File: src/rtl/sass_poly_voice_if.sv
// Key/tuning inputs and audio/status outputs of the polyphonic voice engine.
// The master modport drives keys; the slave modport is the engine itself.
interface sass_poly_voice_if #(
    parameter int NUM_KEYS   = 15,
    parameter int NUM_VOICES = 4,
    parameter int ACC_W      = 16
);
    logic                      enable;
    logic [NUM_KEYS-1:0]       piano_keys;
    logic [NUM_KEYS*ACC_W-1:0] key_inc;
    logic                      pwm_o;
    logic [NUM_VOICES-1:0]     voice_active;
    logic                      voices_full;
    logic                      steal_pulse;

    modport master (
        output enable, piano_keys, key_inc,
        input  pwm_o, voice_active, voices_full, steal_pulse
    );

    modport slave (
        input  enable, piano_keys, key_inc,
        output pwm_o, voice_active, voices_full, steal_pulse
    );
endinterface

File: src/rtl/sass_poly_voice.sv
// Polyphonic square-wave voice engine: key edge detection, voice allocation with
// round-robin stealing, per-voice phase accumulators and a PWM mixer.
module sass_poly_voice #(
    parameter int NUM_KEYS   = 15,
    parameter int NUM_VOICES = 4,
    parameter int ACC_W      = 16,
    parameter int PWM_W      = 8
) (
    input  logic               hwclk,
    input  logic               n_rst,
    sass_poly_voice_if.slave   bus
);
    localparam int KEY_W     = (NUM_KEYS > 1) ? $clog2(NUM_KEYS) : 1;
    localparam int VOICE_W   = (NUM_VOICES > 1) ? $clog2(NUM_VOICES) : 1;
    localparam int SUM_W     = $clog2(NUM_VOICES + 1);
    localparam int DUTY_STEP = ((1 << PWM_W) - 1) / NUM_VOICES;

    logic [NUM_KEYS-1:0]   r_sync1;
    logic [NUM_KEYS-1:0]   r_sync2;
    logic [NUM_KEYS-1:0]   r_prev;
    logic [NUM_KEYS-1:0]   r_rise;
    logic [NUM_KEYS-1:0]   r_fall;
    logic [NUM_KEYS-1:0]   r_pend_press;
    logic [NUM_KEYS-1:0]   r_pend_rel;

    logic [NUM_VOICES-1:0] r_active;
    logic [KEY_W-1:0]      r_key [NUM_VOICES];
    logic [ACC_W-1:0]      r_acc [NUM_VOICES];
    logic [VOICE_W-1:0]    r_steal_ptr;
    logic                  r_steal;

    logic [PWM_W-1:0]      r_pwm_cnt;
    logic [PWM_W-1:0]      r_duty;
    logic                  r_pwm;

    logic                  w_svc_rel;
    logic                  w_svc_press;
    logic [KEY_W-1:0]      w_svc_key;
    logic                  w_free_any;
    logic [VOICE_W-1:0]    w_free_idx;
    logic [VOICE_W-1:0]    w_alloc_idx;
    logic                  w_steal;
    logic [NUM_KEYS-1:0]   w_pend_press_nxt;
    logic [NUM_KEYS-1:0]   w_pend_rel_nxt;
    logic [ACC_W-1:0]      w_inc [NUM_VOICES];
    logic [SUM_W-1:0]      w_sum;
    logic [PWM_W-1:0]      w_target;

    // Two-flop synchronizer followed by registered rise/fall pulses.
    always_ff @(posedge hwclk or negedge n_rst) begin
        if (!n_rst) begin
            r_sync1 <= '0;
            r_sync2 <= '0;
            r_prev  <= '0;
            r_rise  <= '0;
            r_fall  <= '0;
        end else begin
            r_sync1 <= bus.piano_keys;
            r_sync2 <= r_sync1;
            r_prev  <= r_sync2;
            r_rise  <= r_sync2 & ~r_prev;
            r_fall  <= ~r_sync2 & r_prev;
        end
    end

    // Releases outrank presses; descending scan leaves the lowest key selected.
    always_comb begin
        w_svc_rel   = |r_pend_rel;
        w_svc_press = ~(|r_pend_rel) & (|r_pend_press);
        w_svc_key   = '0;
        for (int k = NUM_KEYS - 1; k >= 0; k--) begin
            if (w_svc_rel) begin
                if (r_pend_rel[k]) w_svc_key = KEY_W'(k);
            end else if (r_pend_press[k]) begin
                w_svc_key = KEY_W'(k);
            end
        end
    end

    always_comb begin
        w_free_any = ~(&r_active);
        w_free_idx = '0;
        for (int v = NUM_VOICES - 1; v >= 0; v--) begin
            if (!r_active[v]) w_free_idx = VOICE_W'(v);
        end
        w_alloc_idx = w_free_any ? w_free_idx : r_steal_ptr;
        w_steal     = w_svc_press & ~w_free_any;
    end

    // Service clear happens first so a fresh edge on the same key still lands.
    always_comb begin
        w_pend_press_nxt = r_pend_press;
        w_pend_rel_nxt   = r_pend_rel;
        if (w_svc_rel)   w_pend_rel_nxt[w_svc_key]   = 1'b0;
        if (w_svc_press) w_pend_press_nxt[w_svc_key] = 1'b0;
        w_pend_press_nxt = (w_pend_press_nxt | r_rise) & ~r_fall;
        w_pend_rel_nxt   = (w_pend_rel_nxt | r_fall) & ~r_rise;
    end

    always_ff @(posedge hwclk or negedge n_rst) begin
        if (!n_rst) begin
            r_pend_press <= '0;
            r_pend_rel   <= '0;
        end else if (!bus.enable) begin
            r_pend_press <= '0;
            r_pend_rel   <= '0;
        end else begin
            r_pend_press <= w_pend_press_nxt;
            r_pend_rel   <= w_pend_rel_nxt;
        end
    end

    always_comb begin
        for (int v = 0; v < NUM_VOICES; v++) begin
            w_inc[v] = bus.key_inc[int'(r_key[v]) * ACC_W +: ACC_W];
        end
    end

    // A voice claimed this edge starts from phase 0 and skips its first add.
    always_ff @(posedge hwclk or negedge n_rst) begin
        if (!n_rst) begin
            r_active <= '0;
            for (int v = 0; v < NUM_VOICES; v++) begin
                r_key[v] <= '0;
                r_acc[v] <= '0;
            end
        end else begin
            for (int v = 0; v < NUM_VOICES; v++) begin
                if (!bus.enable) begin
                    r_active[v] <= 1'b0;
                    r_key[v]    <= '0;
                    r_acc[v]    <= '0;
                end else if (w_svc_press && (w_alloc_idx == VOICE_W'(v))) begin
                    r_active[v] <= 1'b1;
                    r_key[v]    <= w_svc_key;
                    r_acc[v]    <= '0;
                end else if (w_svc_rel && r_active[v] && (r_key[v] == w_svc_key)) begin
                    r_active[v] <= 1'b0;
                    r_acc[v]    <= '0;
                end else if (r_active[v]) begin
                    r_acc[v]    <= r_acc[v] + w_inc[v];
                end
            end
        end
    end

    always_ff @(posedge hwclk or negedge n_rst) begin
        if (!n_rst) begin
            r_steal_ptr <= '0;
            r_steal     <= 1'b0;
        end else if (!bus.enable) begin
            r_steal_ptr <= '0;
            r_steal     <= 1'b0;
        end else begin
            r_steal <= w_steal;
            if (w_steal) begin
                r_steal_ptr <= (r_steal_ptr == VOICE_W'(NUM_VOICES - 1)) ? '0 : r_steal_ptr + 1'b1;
            end
        end
    end

    always_comb begin
        w_sum = '0;
        for (int v = 0; v < NUM_VOICES; v++) begin
            w_sum = w_sum + SUM_W'(r_active[v] & r_acc[v][ACC_W-1]);
        end
        w_target = PWM_W'(int'(w_sum) * DUTY_STEP);
    end

    // Duty only changes at the period boundary so each period is glitch-free.
    always_ff @(posedge hwclk or negedge n_rst) begin
        if (!n_rst) begin
            r_pwm_cnt <= '0;
            r_duty    <= '0;
            r_pwm     <= 1'b0;
        end else begin
            r_pwm_cnt <= r_pwm_cnt + 1'b1;
            if (!bus.enable) begin
                r_duty <= '0;
            end else if (&r_pwm_cnt) begin
                r_duty <= w_target;
            end
            r_pwm <= bus.enable & (r_pwm_cnt < r_duty);
        end
    end

    assign bus.pwm_o        = r_pwm;
    assign bus.voice_active = r_active;
    assign bus.voices_full  = &r_active;
    assign bus.steal_pulse  = r_steal;

endmodule

File: src/flat_wrapper.sv
// flat-port wrapper written by rule: the top's interface ports become plain ports
module sass_poly_voice_flat 
#(
    parameter int NUM_KEYS   = 15,
    parameter int NUM_VOICES = 4,
    parameter int ACC_W      = 16,
    parameter int PWM_W      = 8
)
  (hwclk, n_rst, bus_enable, bus_piano_keys, bus_key_inc, bus_pwm_o, bus_voice_active, bus_voices_full, bus_steal_pulse);
  sass_poly_voice_if #(.NUM_KEYS(NUM_KEYS), .NUM_VOICES(NUM_VOICES), .ACC_W(ACC_W)) bus_i ();
  input  logic hwclk;
  input  logic n_rst;
  input wire logic [$bits(bus_i.enable)-1:0] bus_enable;
  input wire logic [$bits(bus_i.piano_keys)-1:0] bus_piano_keys;
  input wire logic [$bits(bus_i.key_inc)-1:0] bus_key_inc;
  output wire logic [$bits(bus_i.pwm_o)-1:0] bus_pwm_o;
  output wire logic [$bits(bus_i.voice_active)-1:0] bus_voice_active;
  output wire logic [$bits(bus_i.voices_full)-1:0] bus_voices_full;
  output wire logic [$bits(bus_i.steal_pulse)-1:0] bus_steal_pulse;
  assign bus_i.enable = bus_enable;
  assign bus_i.piano_keys = bus_piano_keys;
  assign bus_i.key_inc = bus_key_inc;
  assign bus_pwm_o = bus_i.pwm_o;
  assign bus_voice_active = bus_i.voice_active;
  assign bus_voices_full = bus_i.voices_full;
  assign bus_steal_pulse = bus_i.steal_pulse;
  sass_poly_voice #(.NUM_KEYS(NUM_KEYS), .NUM_VOICES(NUM_VOICES), .ACC_W(ACC_W), .PWM_W(PWM_W)) u_core (.hwclk(hwclk), .n_rst(n_rst), .bus(bus_i));
endmodule
File: config.mk
export PLATFORM = sky130hd
export DESIGN_NAME = sass_poly_voice_flat
export DESIGN_NICKNAME = d
export VERILOG_FILES = /design/src/rtl/sass_poly_voice_if.sv /design/src/rtl/sass_poly_voice.sv /design/src/flat_wrapper.sv
export SDC_FILE = /design/constraint.sdc
export NUM_CORES = 1
export LEC_CHECK = 0
export CAP_MARGIN = 20
export CORE_MARGIN = 2
export CORE_UTILIZATION = 31
export CTS_CLUSTER_DIAMETER = 40
export DETAILED_ROUTE_END_ITERATION = 16
export DONT_BUFFER_PORTS = 1
export PLACE_DENSITY_LB_ADDON = 0.25
export SKIP_LAST_GASP = 1
export SLEW_MARGIN = 30
export SYNTH_ARGS = -nofsm -noshare
export SYNTH_HDL_FRONTEND = slang
export SYNTH_SLANG_ARGS = --single-unit
File: constraint.sdc
create_clock -name hwclk -period 4.9 [get_ports hwclk]
set_input_delay 0.98 -clock hwclk [delete_from_list [all_inputs] [get_ports hwclk]]
set_output_delay 0.98 -clock hwclk [all_outputs]
set_load 0.05 [all_outputs]
======== Word level (Yosys, flattened, before mapping) ========
Cells that the tools add are included.
storage, ports and cells
  bits of input ports ..................... 258
  register bits after elaboration ......... 209
  logic and storage cells ................. 200
  output and inout port bits .............. 7
operators by class
  multipliers ............................. 1
  equality and inequality tests ........... 22
  mux-type cells .......................... 98
  reduce and logical (&&, ||, !) cells .... 18
  $lt $le $gt $ge ......................... 3
  shift-type cells ........................ 4
  $add $sub $neg .......................... 9
  bitwise gates (word level) .............. 21
operators by type and width
  operator               count
  $shiftx A240 B9 Y16    4
  $mux W16               16
  $mux W4                53
  $and A15 B15 Y15       6
  $not A15 Y15           5
  $add A16 B16 Y16       4
  $mux W15               4
  $or A15 B15 Y15        2
  $reduce_or A15 Y1      2
  $eq A4 B4 Y1           4
  $mux W2                8
  $mux W8                2
  $ne A4 B1 Y1 const B   4
  $mux W1                14
  $logic_and A1 B1 Y1    13
  $ne A2 B1 Y1 const B   6
  $ne A3 B1 Y1 const B   4
  $add A3 B3 Y3          3
  $add A8 B1 Y8 const B  1
  $lt A8 B8 Y1           1
  $mul A3 B6 Y8 const B  1
  $reduce_and A8 Y1      1
  $and A1 B1 Y1          7
  $eq A2 B2 Y1 const B   3
  other kinds (8)        8

======== Logic depth before layout (Yosys ltp) ========
  word-level depth ........................ 40
  depth in mapped cells ................... 18

======== Worst setup path before layout ========
No wires, ideal clock.
  path type ............................... reg2reg
  from .................................... register u_core.r_key[0] (netlist name)
  to ...................................... register u_core.r_acc[15] (netlist name)
  library setup time ...................... 78 ps
  clock period less this slack ............ 4959 ps
  stages on the path, launching flop included .. 17
  arrival time ............................ 4882 ps
  slack ................................... -59 ps
  required time ........................... 4822 ps
  cells stage by stage .................... dfrtp_1 > clkbuf_1 > clkbuf_1 > buf_1 > mux4_2 > mux4_2 > ha_1 > a211oi_1 > o21ai_0 > a2111oi_0 > nor3_1 > a41oi_1 > a21oi_1 > a21oi_1 > xnor2_1 > or3_1 > a21oi_1
on the way
  cells in the longest elaborated chain, start to end .. 6
  elaborated cells on any way between the ends .. 9
RTL lines
  what                             line                    RTL
  start, declared                  sass_poly_voice.sv:27   logic [KEY_W-1:0] r_key [NUM_VOICES];
  start signal, assigned by index  sass_poly_voice.sv:135  r_key[v] <= w_svc_key;
  $shiftx A240 B9 Y16              sass_poly_voice.sv:115  w_inc[v] = bus.key_inc[int'(r_key[v]) * ACC_W +: ACC_W];
  $add A16 B16 Y16                 sass_poly_voice.sv:141  r_acc[v] <= r_acc[v] + w_inc[v];
  $mux W16                         sass_poly_voice.sv:140  end else if (r_active[v]) begin
  $mux W16                         sass_poly_voice.sv:137  end else if (w_svc_rel && r_active[v] && (r_key[v] == w_svc_key)) begin
  $mux W16                         sass_poly_voice.sv:133  end else if (w_svc_press && (w_alloc_idx == VOICE_W'(v))) begin
  $mux W16                         sass_poly_voice.sv:129  if (!bus.enable) begin
  end signal, assigned by index    sass_poly_voice.sv:141
  end, declared                    sass_poly_voice.sv:28   logic [ACC_W-1:0] r_acc [NUM_VOICES];
Several ways; a longest one is shown, not always the timed one. The select of a mux whose other input is x is not followed.
A chain may end at the register's enable or synchronous reset.

======== Worst setup path in the final report ========
  from .................................... register u_core.r_key[8] (netlist name)
  to ...................................... register u_core.r_acc[47] (netlist name)
Same word-level chain as after synthesis.

==> key figures <==
Layout
  – Final nets: 2,025
  – Share of layout cells above drive strength 1: between 20% and 30%
  – Layout area overhead: 14.7%
  – Most common cell after layout, fill and taps aside: mux4_2
  – Final non-filler cell area: 21,400 sq um
  – Diode count: 0
  – Most frequent cells in the layout: 255 x mux4_2, 200 x dfrtp_1, 134 x nand2_1, 130 x nor2_1, 113 x o21ai_0

Setup path
  – Data arrival, critical path: 5030 ps
  – Critical path buffers and inverters: 1
  – Crit-path max FO: 20
  – CP peak stage delay: about 740 ps
  – Most common cell on crit path: mux4_2
  – Reg-to-Reg Start: u_core.r_key[8]$_DFFE_PN0P_
  – Crit end category: flop
  – Req. time, crit path: 5320 ps
  – Worst path top cell family by delay: compound AO/OA/AOI/OAI gates
  – Crit path from: u_core.r_key[8]$_DFFE_PN0P_
  – CP Class: flop to flop
  – Crit path cell chain: buf_4, mux4_2, mux4_2, ha_1, nand3_1, o211ai_1, o41a_1, a21oi_1, nor2b_1, o21ai_0, a211o_1, xnor2_1, nor2_1, a2111oi_0
  – Worst setup SP type: flop
  – Slowest-stage cell, CP: dfrtp_4

Detailed routing
  – WL final: about 68,000 microns
  – Routed wire per std cell: roughly 27 microns
  – Routed vias: approximately 15,000
  – Antenna-violating nets left: 0
  – DRC Markers: 0
  – Initial DRC Count: between 1,000 and 1,500
  – Via density: 6.11
  – Router iterations before antenna repair: 8

Place
  – DP HPWL: 51,000 microns
  – Area after DPL: 19,900 sq um
  – Port bufs: 0
  – Placer Congestion: between 0.9 and 1

GRT
  – Gr usage total: 21.7%
  – Largest net degree at the start of global routing: 209
  – Gr ovfl total: 0
  – Global-route wire length before repair: 102,000 microns
  – Initial antenna violation count: 2
  – Vias in the first global route: 15,500

Power
  – Leak: between 7 and 8 nW
  – PD cells: roughly 290 nW/um^2
  – Reg power frac: between 30 and 40%
  – VDD IR max: 0.000257 V
  – Psw: 1.82 mW
  – Switching Share: 29.2%
  – Clock power share: 49.2%
  – Pint: 4.41 mW
  – Combinational power share: 20.7%

Yosys
  – Yosys warns: 0
  – Syn Area/Cell: 11.2 sq um
  – Mapped Nets: 2,009
  – Post-Synthesis Cells: 1,667
  – Post-synth EDFFs: 0
  – Seq cells post-synth: 208
  – Register area share after synthesis: 27.9%
  – Post-Synthesis Cell Area: 18,700 sq um
  – Post-synth cell types: 73
  – Asr flop ratio synth: 100%
  – Synth Flop Type: dfrtp_1

Run status
  – Status: finished clean

Hold path
  – Hold Path Class: input pin to asynchronous set/reset pin

Floorplan
  – Initial Util: a little under a third
  – Die W: 250 microns
  – Row count: 90
  – # IOs: 265
  – Die Y: 250 microns
  – Core Footprint: 60,000 sq um
  – Die ar.: 62,300 sq um

STA
  – Max Freq: 217 MHz
  – Minimum clock period: between 4000 and 5000 ps
  – RSZ-0062 raised after global routing: no
  – Slew Limit Fails: 0
  – Period utilization: a little over nine tenths
  – Clock Skews: 15.8 ps
  – Final setup fails: 0
  – Max-slew headroom: 42.6%
  – Worst-Margin Slew: about 860 ps
  – Setup tns final: 0 ps
  – Final hold violation count: 0

CTS
  – Post-CTS Hold Fix Bufs: 0
  – Clock Root Buffer: clkbuf_16
  – Post_cts resized: 0
  – # Post-CTS Setup Buffers: 0
  – CTS tree: built
  – Clock-pin slew on the worst setup and hold paths: 50 ps
  – CTS max path bufs: 3
  – Clk Latency, worst-skew pair: 560 ps
  – Clk sinks: between 200 and 250
  – H-tree depth: 2
  – CTS buffer count: 44

Flow run
  – Max Cap Viol: 0
==> per-stage QoR <==
stage | hold WS, ps | total power [mW] | util (%) | setup slack [ps] | instances
finish | 129 | 6.23 | 35.7 | 291 | 2499
global route | 104 | 6.49 | 35.7 | 23.8 | 2499
global placement | 332 | 3.17 | 33.1 | 187 | 2419
detailed placement | 336 | 3.18 | 33.1 | 155 | 2419
CTS | 113 | 6.30 | 35.7 | 310 | 2499
floorplan | 331 | 2.81 | - | 173 | 1667
==> flip-flops by register name (all words and copies together), names as in the netlist <==
register,cells
u_core.r_pend_press,15
u_core.r_acc,64
u_core.r_pend_rel,15
u_core.bus.voice_active,4
u_core.r_sync1,15
u_core.r_prev,15
u_core.r_duty,7
u_core.bus.steal_pulse,1
u_core.r_key,16
u_core.r_fall,15
u_core.r_sync2,15
u_core.r_steal_ptr,2
u_core.bus.pwm_o,1
u_core.r_rise,15
u_core.r_pwm_cnt,8
==> layer usage <==
layer  track usage, %  part of all wire, %
met1             27.7                   39
met3             6.53                   11
met5                0                0.032
met4             7.56                  3.4
met2             35.1                   47
==> power groups by stage <==
stage / logic [mW] / clock network, mW / registers, mW
finish: 1.29 / 3.07 / 1.87
CTS: 1.28 / 3.14 / 1.87
global placement: 1.27 / 0 / 1.90
floorplan: 0.947 / 0 / 1.87
detailed placement: 1.28 / 0 / 1.90
global route: 1.39 / 3.22 / 1.88
==> layout make-up <==
class / count / area, sq um
clock buffer: 58 / 1300
clock inverter: 22 / 246
fill: 5874 / 38600
inverter: 53 / 199
multi-input combinational: 1294 / 12800
sequential: 208 / 5230
tap: 782 / 978
timing repair buffer: 82 / 653
==> worst reg2reg max path: stages (launching register included) <==
cell and delay [ps]:
dfrtp_4 740, buf_4 280, mux4_2 530, mux4_2 570
ha_1 370, nand3_1 100, o211ai_1 130, o41a_1 410
a21oi_1 270, nor2b_1 80, o21ai_0 250, a211o_1 210
xnor2_1 140, nor2_1 50, a2111oi_0 360
==> synth_stat cells (3+ instances only) <==
| library cell | count | area (sq um) |
|---|---|---|
| and3_1 | 14 | 87.6 |
| fa_1 | 7 | 140 |
| nor4_1 | 7 | 43.8 |
| ha_1 | 77 | 963 |
| o21ai_0 | 113 | 566 |
| a31oi_1 | 6 | 37.5 |
| nor2b_1 | 39 | 244 |
| a211oi_1 | 32 | 240 |
| a2111oi_1 | 3 | 30.0 |
| and4_1 | 4 | 35.0 |
| xnor2_1 | 53 | 464 |
| nand3_1 | 24 | 120 |
| dfrtp_1 | 208 | 5200 |
| a211oi_2 | 3 | 37.5 |
| o31ai_1 | 4 | 30.0 |
| and2_1 | 3 | 18.8 |
| a211o_1 | 5 | 43.8 |
| a21boi_0 | 3 | 22.5 |
| buf_1 | 32 | 120 |
| mux4_2 | 255 | 5740 |
| nor2_1 | 131 | 492 |
| o21bai_1 | 11 | 82.6 |
| nand2_1 | 134 | 503 |
| o41ai_1 | 5 | 43.8 |
| clkbuf_1 | 69 | 259 |
| mux2i_1 | 103 | 1030 |
| o31ai_2 | 10 | 125 |
| o21a_1 | 9 | 67.6 |
| buf_2 | 7 | 35.0 |
| a32oi_1 | 6 | 52.6 |
| or3_1 | 8 | 50.1 |
| a41oi_2 | 3 | 48.8 |
| or2_2 | 5 | 31.3 |
| a21oi_1 | 87 | 435 |
| nand2b_1 | 9 | 56.3 |
| o211ai_1 | 8 | 60.1 |
| inv_1 | 50 | 188 |
| nor3_1 | 41 | 205 |
| xor2_1 | 21 | 184 |
| a21o_1 | 12 | 90.1 |
==> kinds of logic after synthesis <==
family	count (synthesis)	share of synthesized area (%)
mux	359	36.3
compound gates	343	12.1
fa+ha+maj	84	5.90
buf+inv	165	3.48
xor+xnor	74	3.47
simple gates	434	10.9
flops	208	27.9
==> final timing paths <==
| check | endpoint | slack, ps | cells past startpoint |
|---|---|---|---|
| min in group hwclk | u_core.r_sync2[10]$_DFF_PN0_ | 350 | 0 |
| max in group asynchronous | u_core.r_acc[39]$_DFFE_PN0P_ | 4450 | 0 |
| worst max-delay path | u_core.r_acc[47]$_DFFE_PN0P_ | 290 | 14 |
| worst min register to register | u_core.r_sync2[10]$_DFF_PN0_ | 350 | 0 |
| worst min-delay path | u_core.r_duty[1]$_DFFE_PN0P_ | 130 | 0 |
| worst max register to register | u_core.r_acc[47]$_DFFE_PN0P_ | 290 | 14 |
No activity file was read; power rests on OpenSTA's default activity.
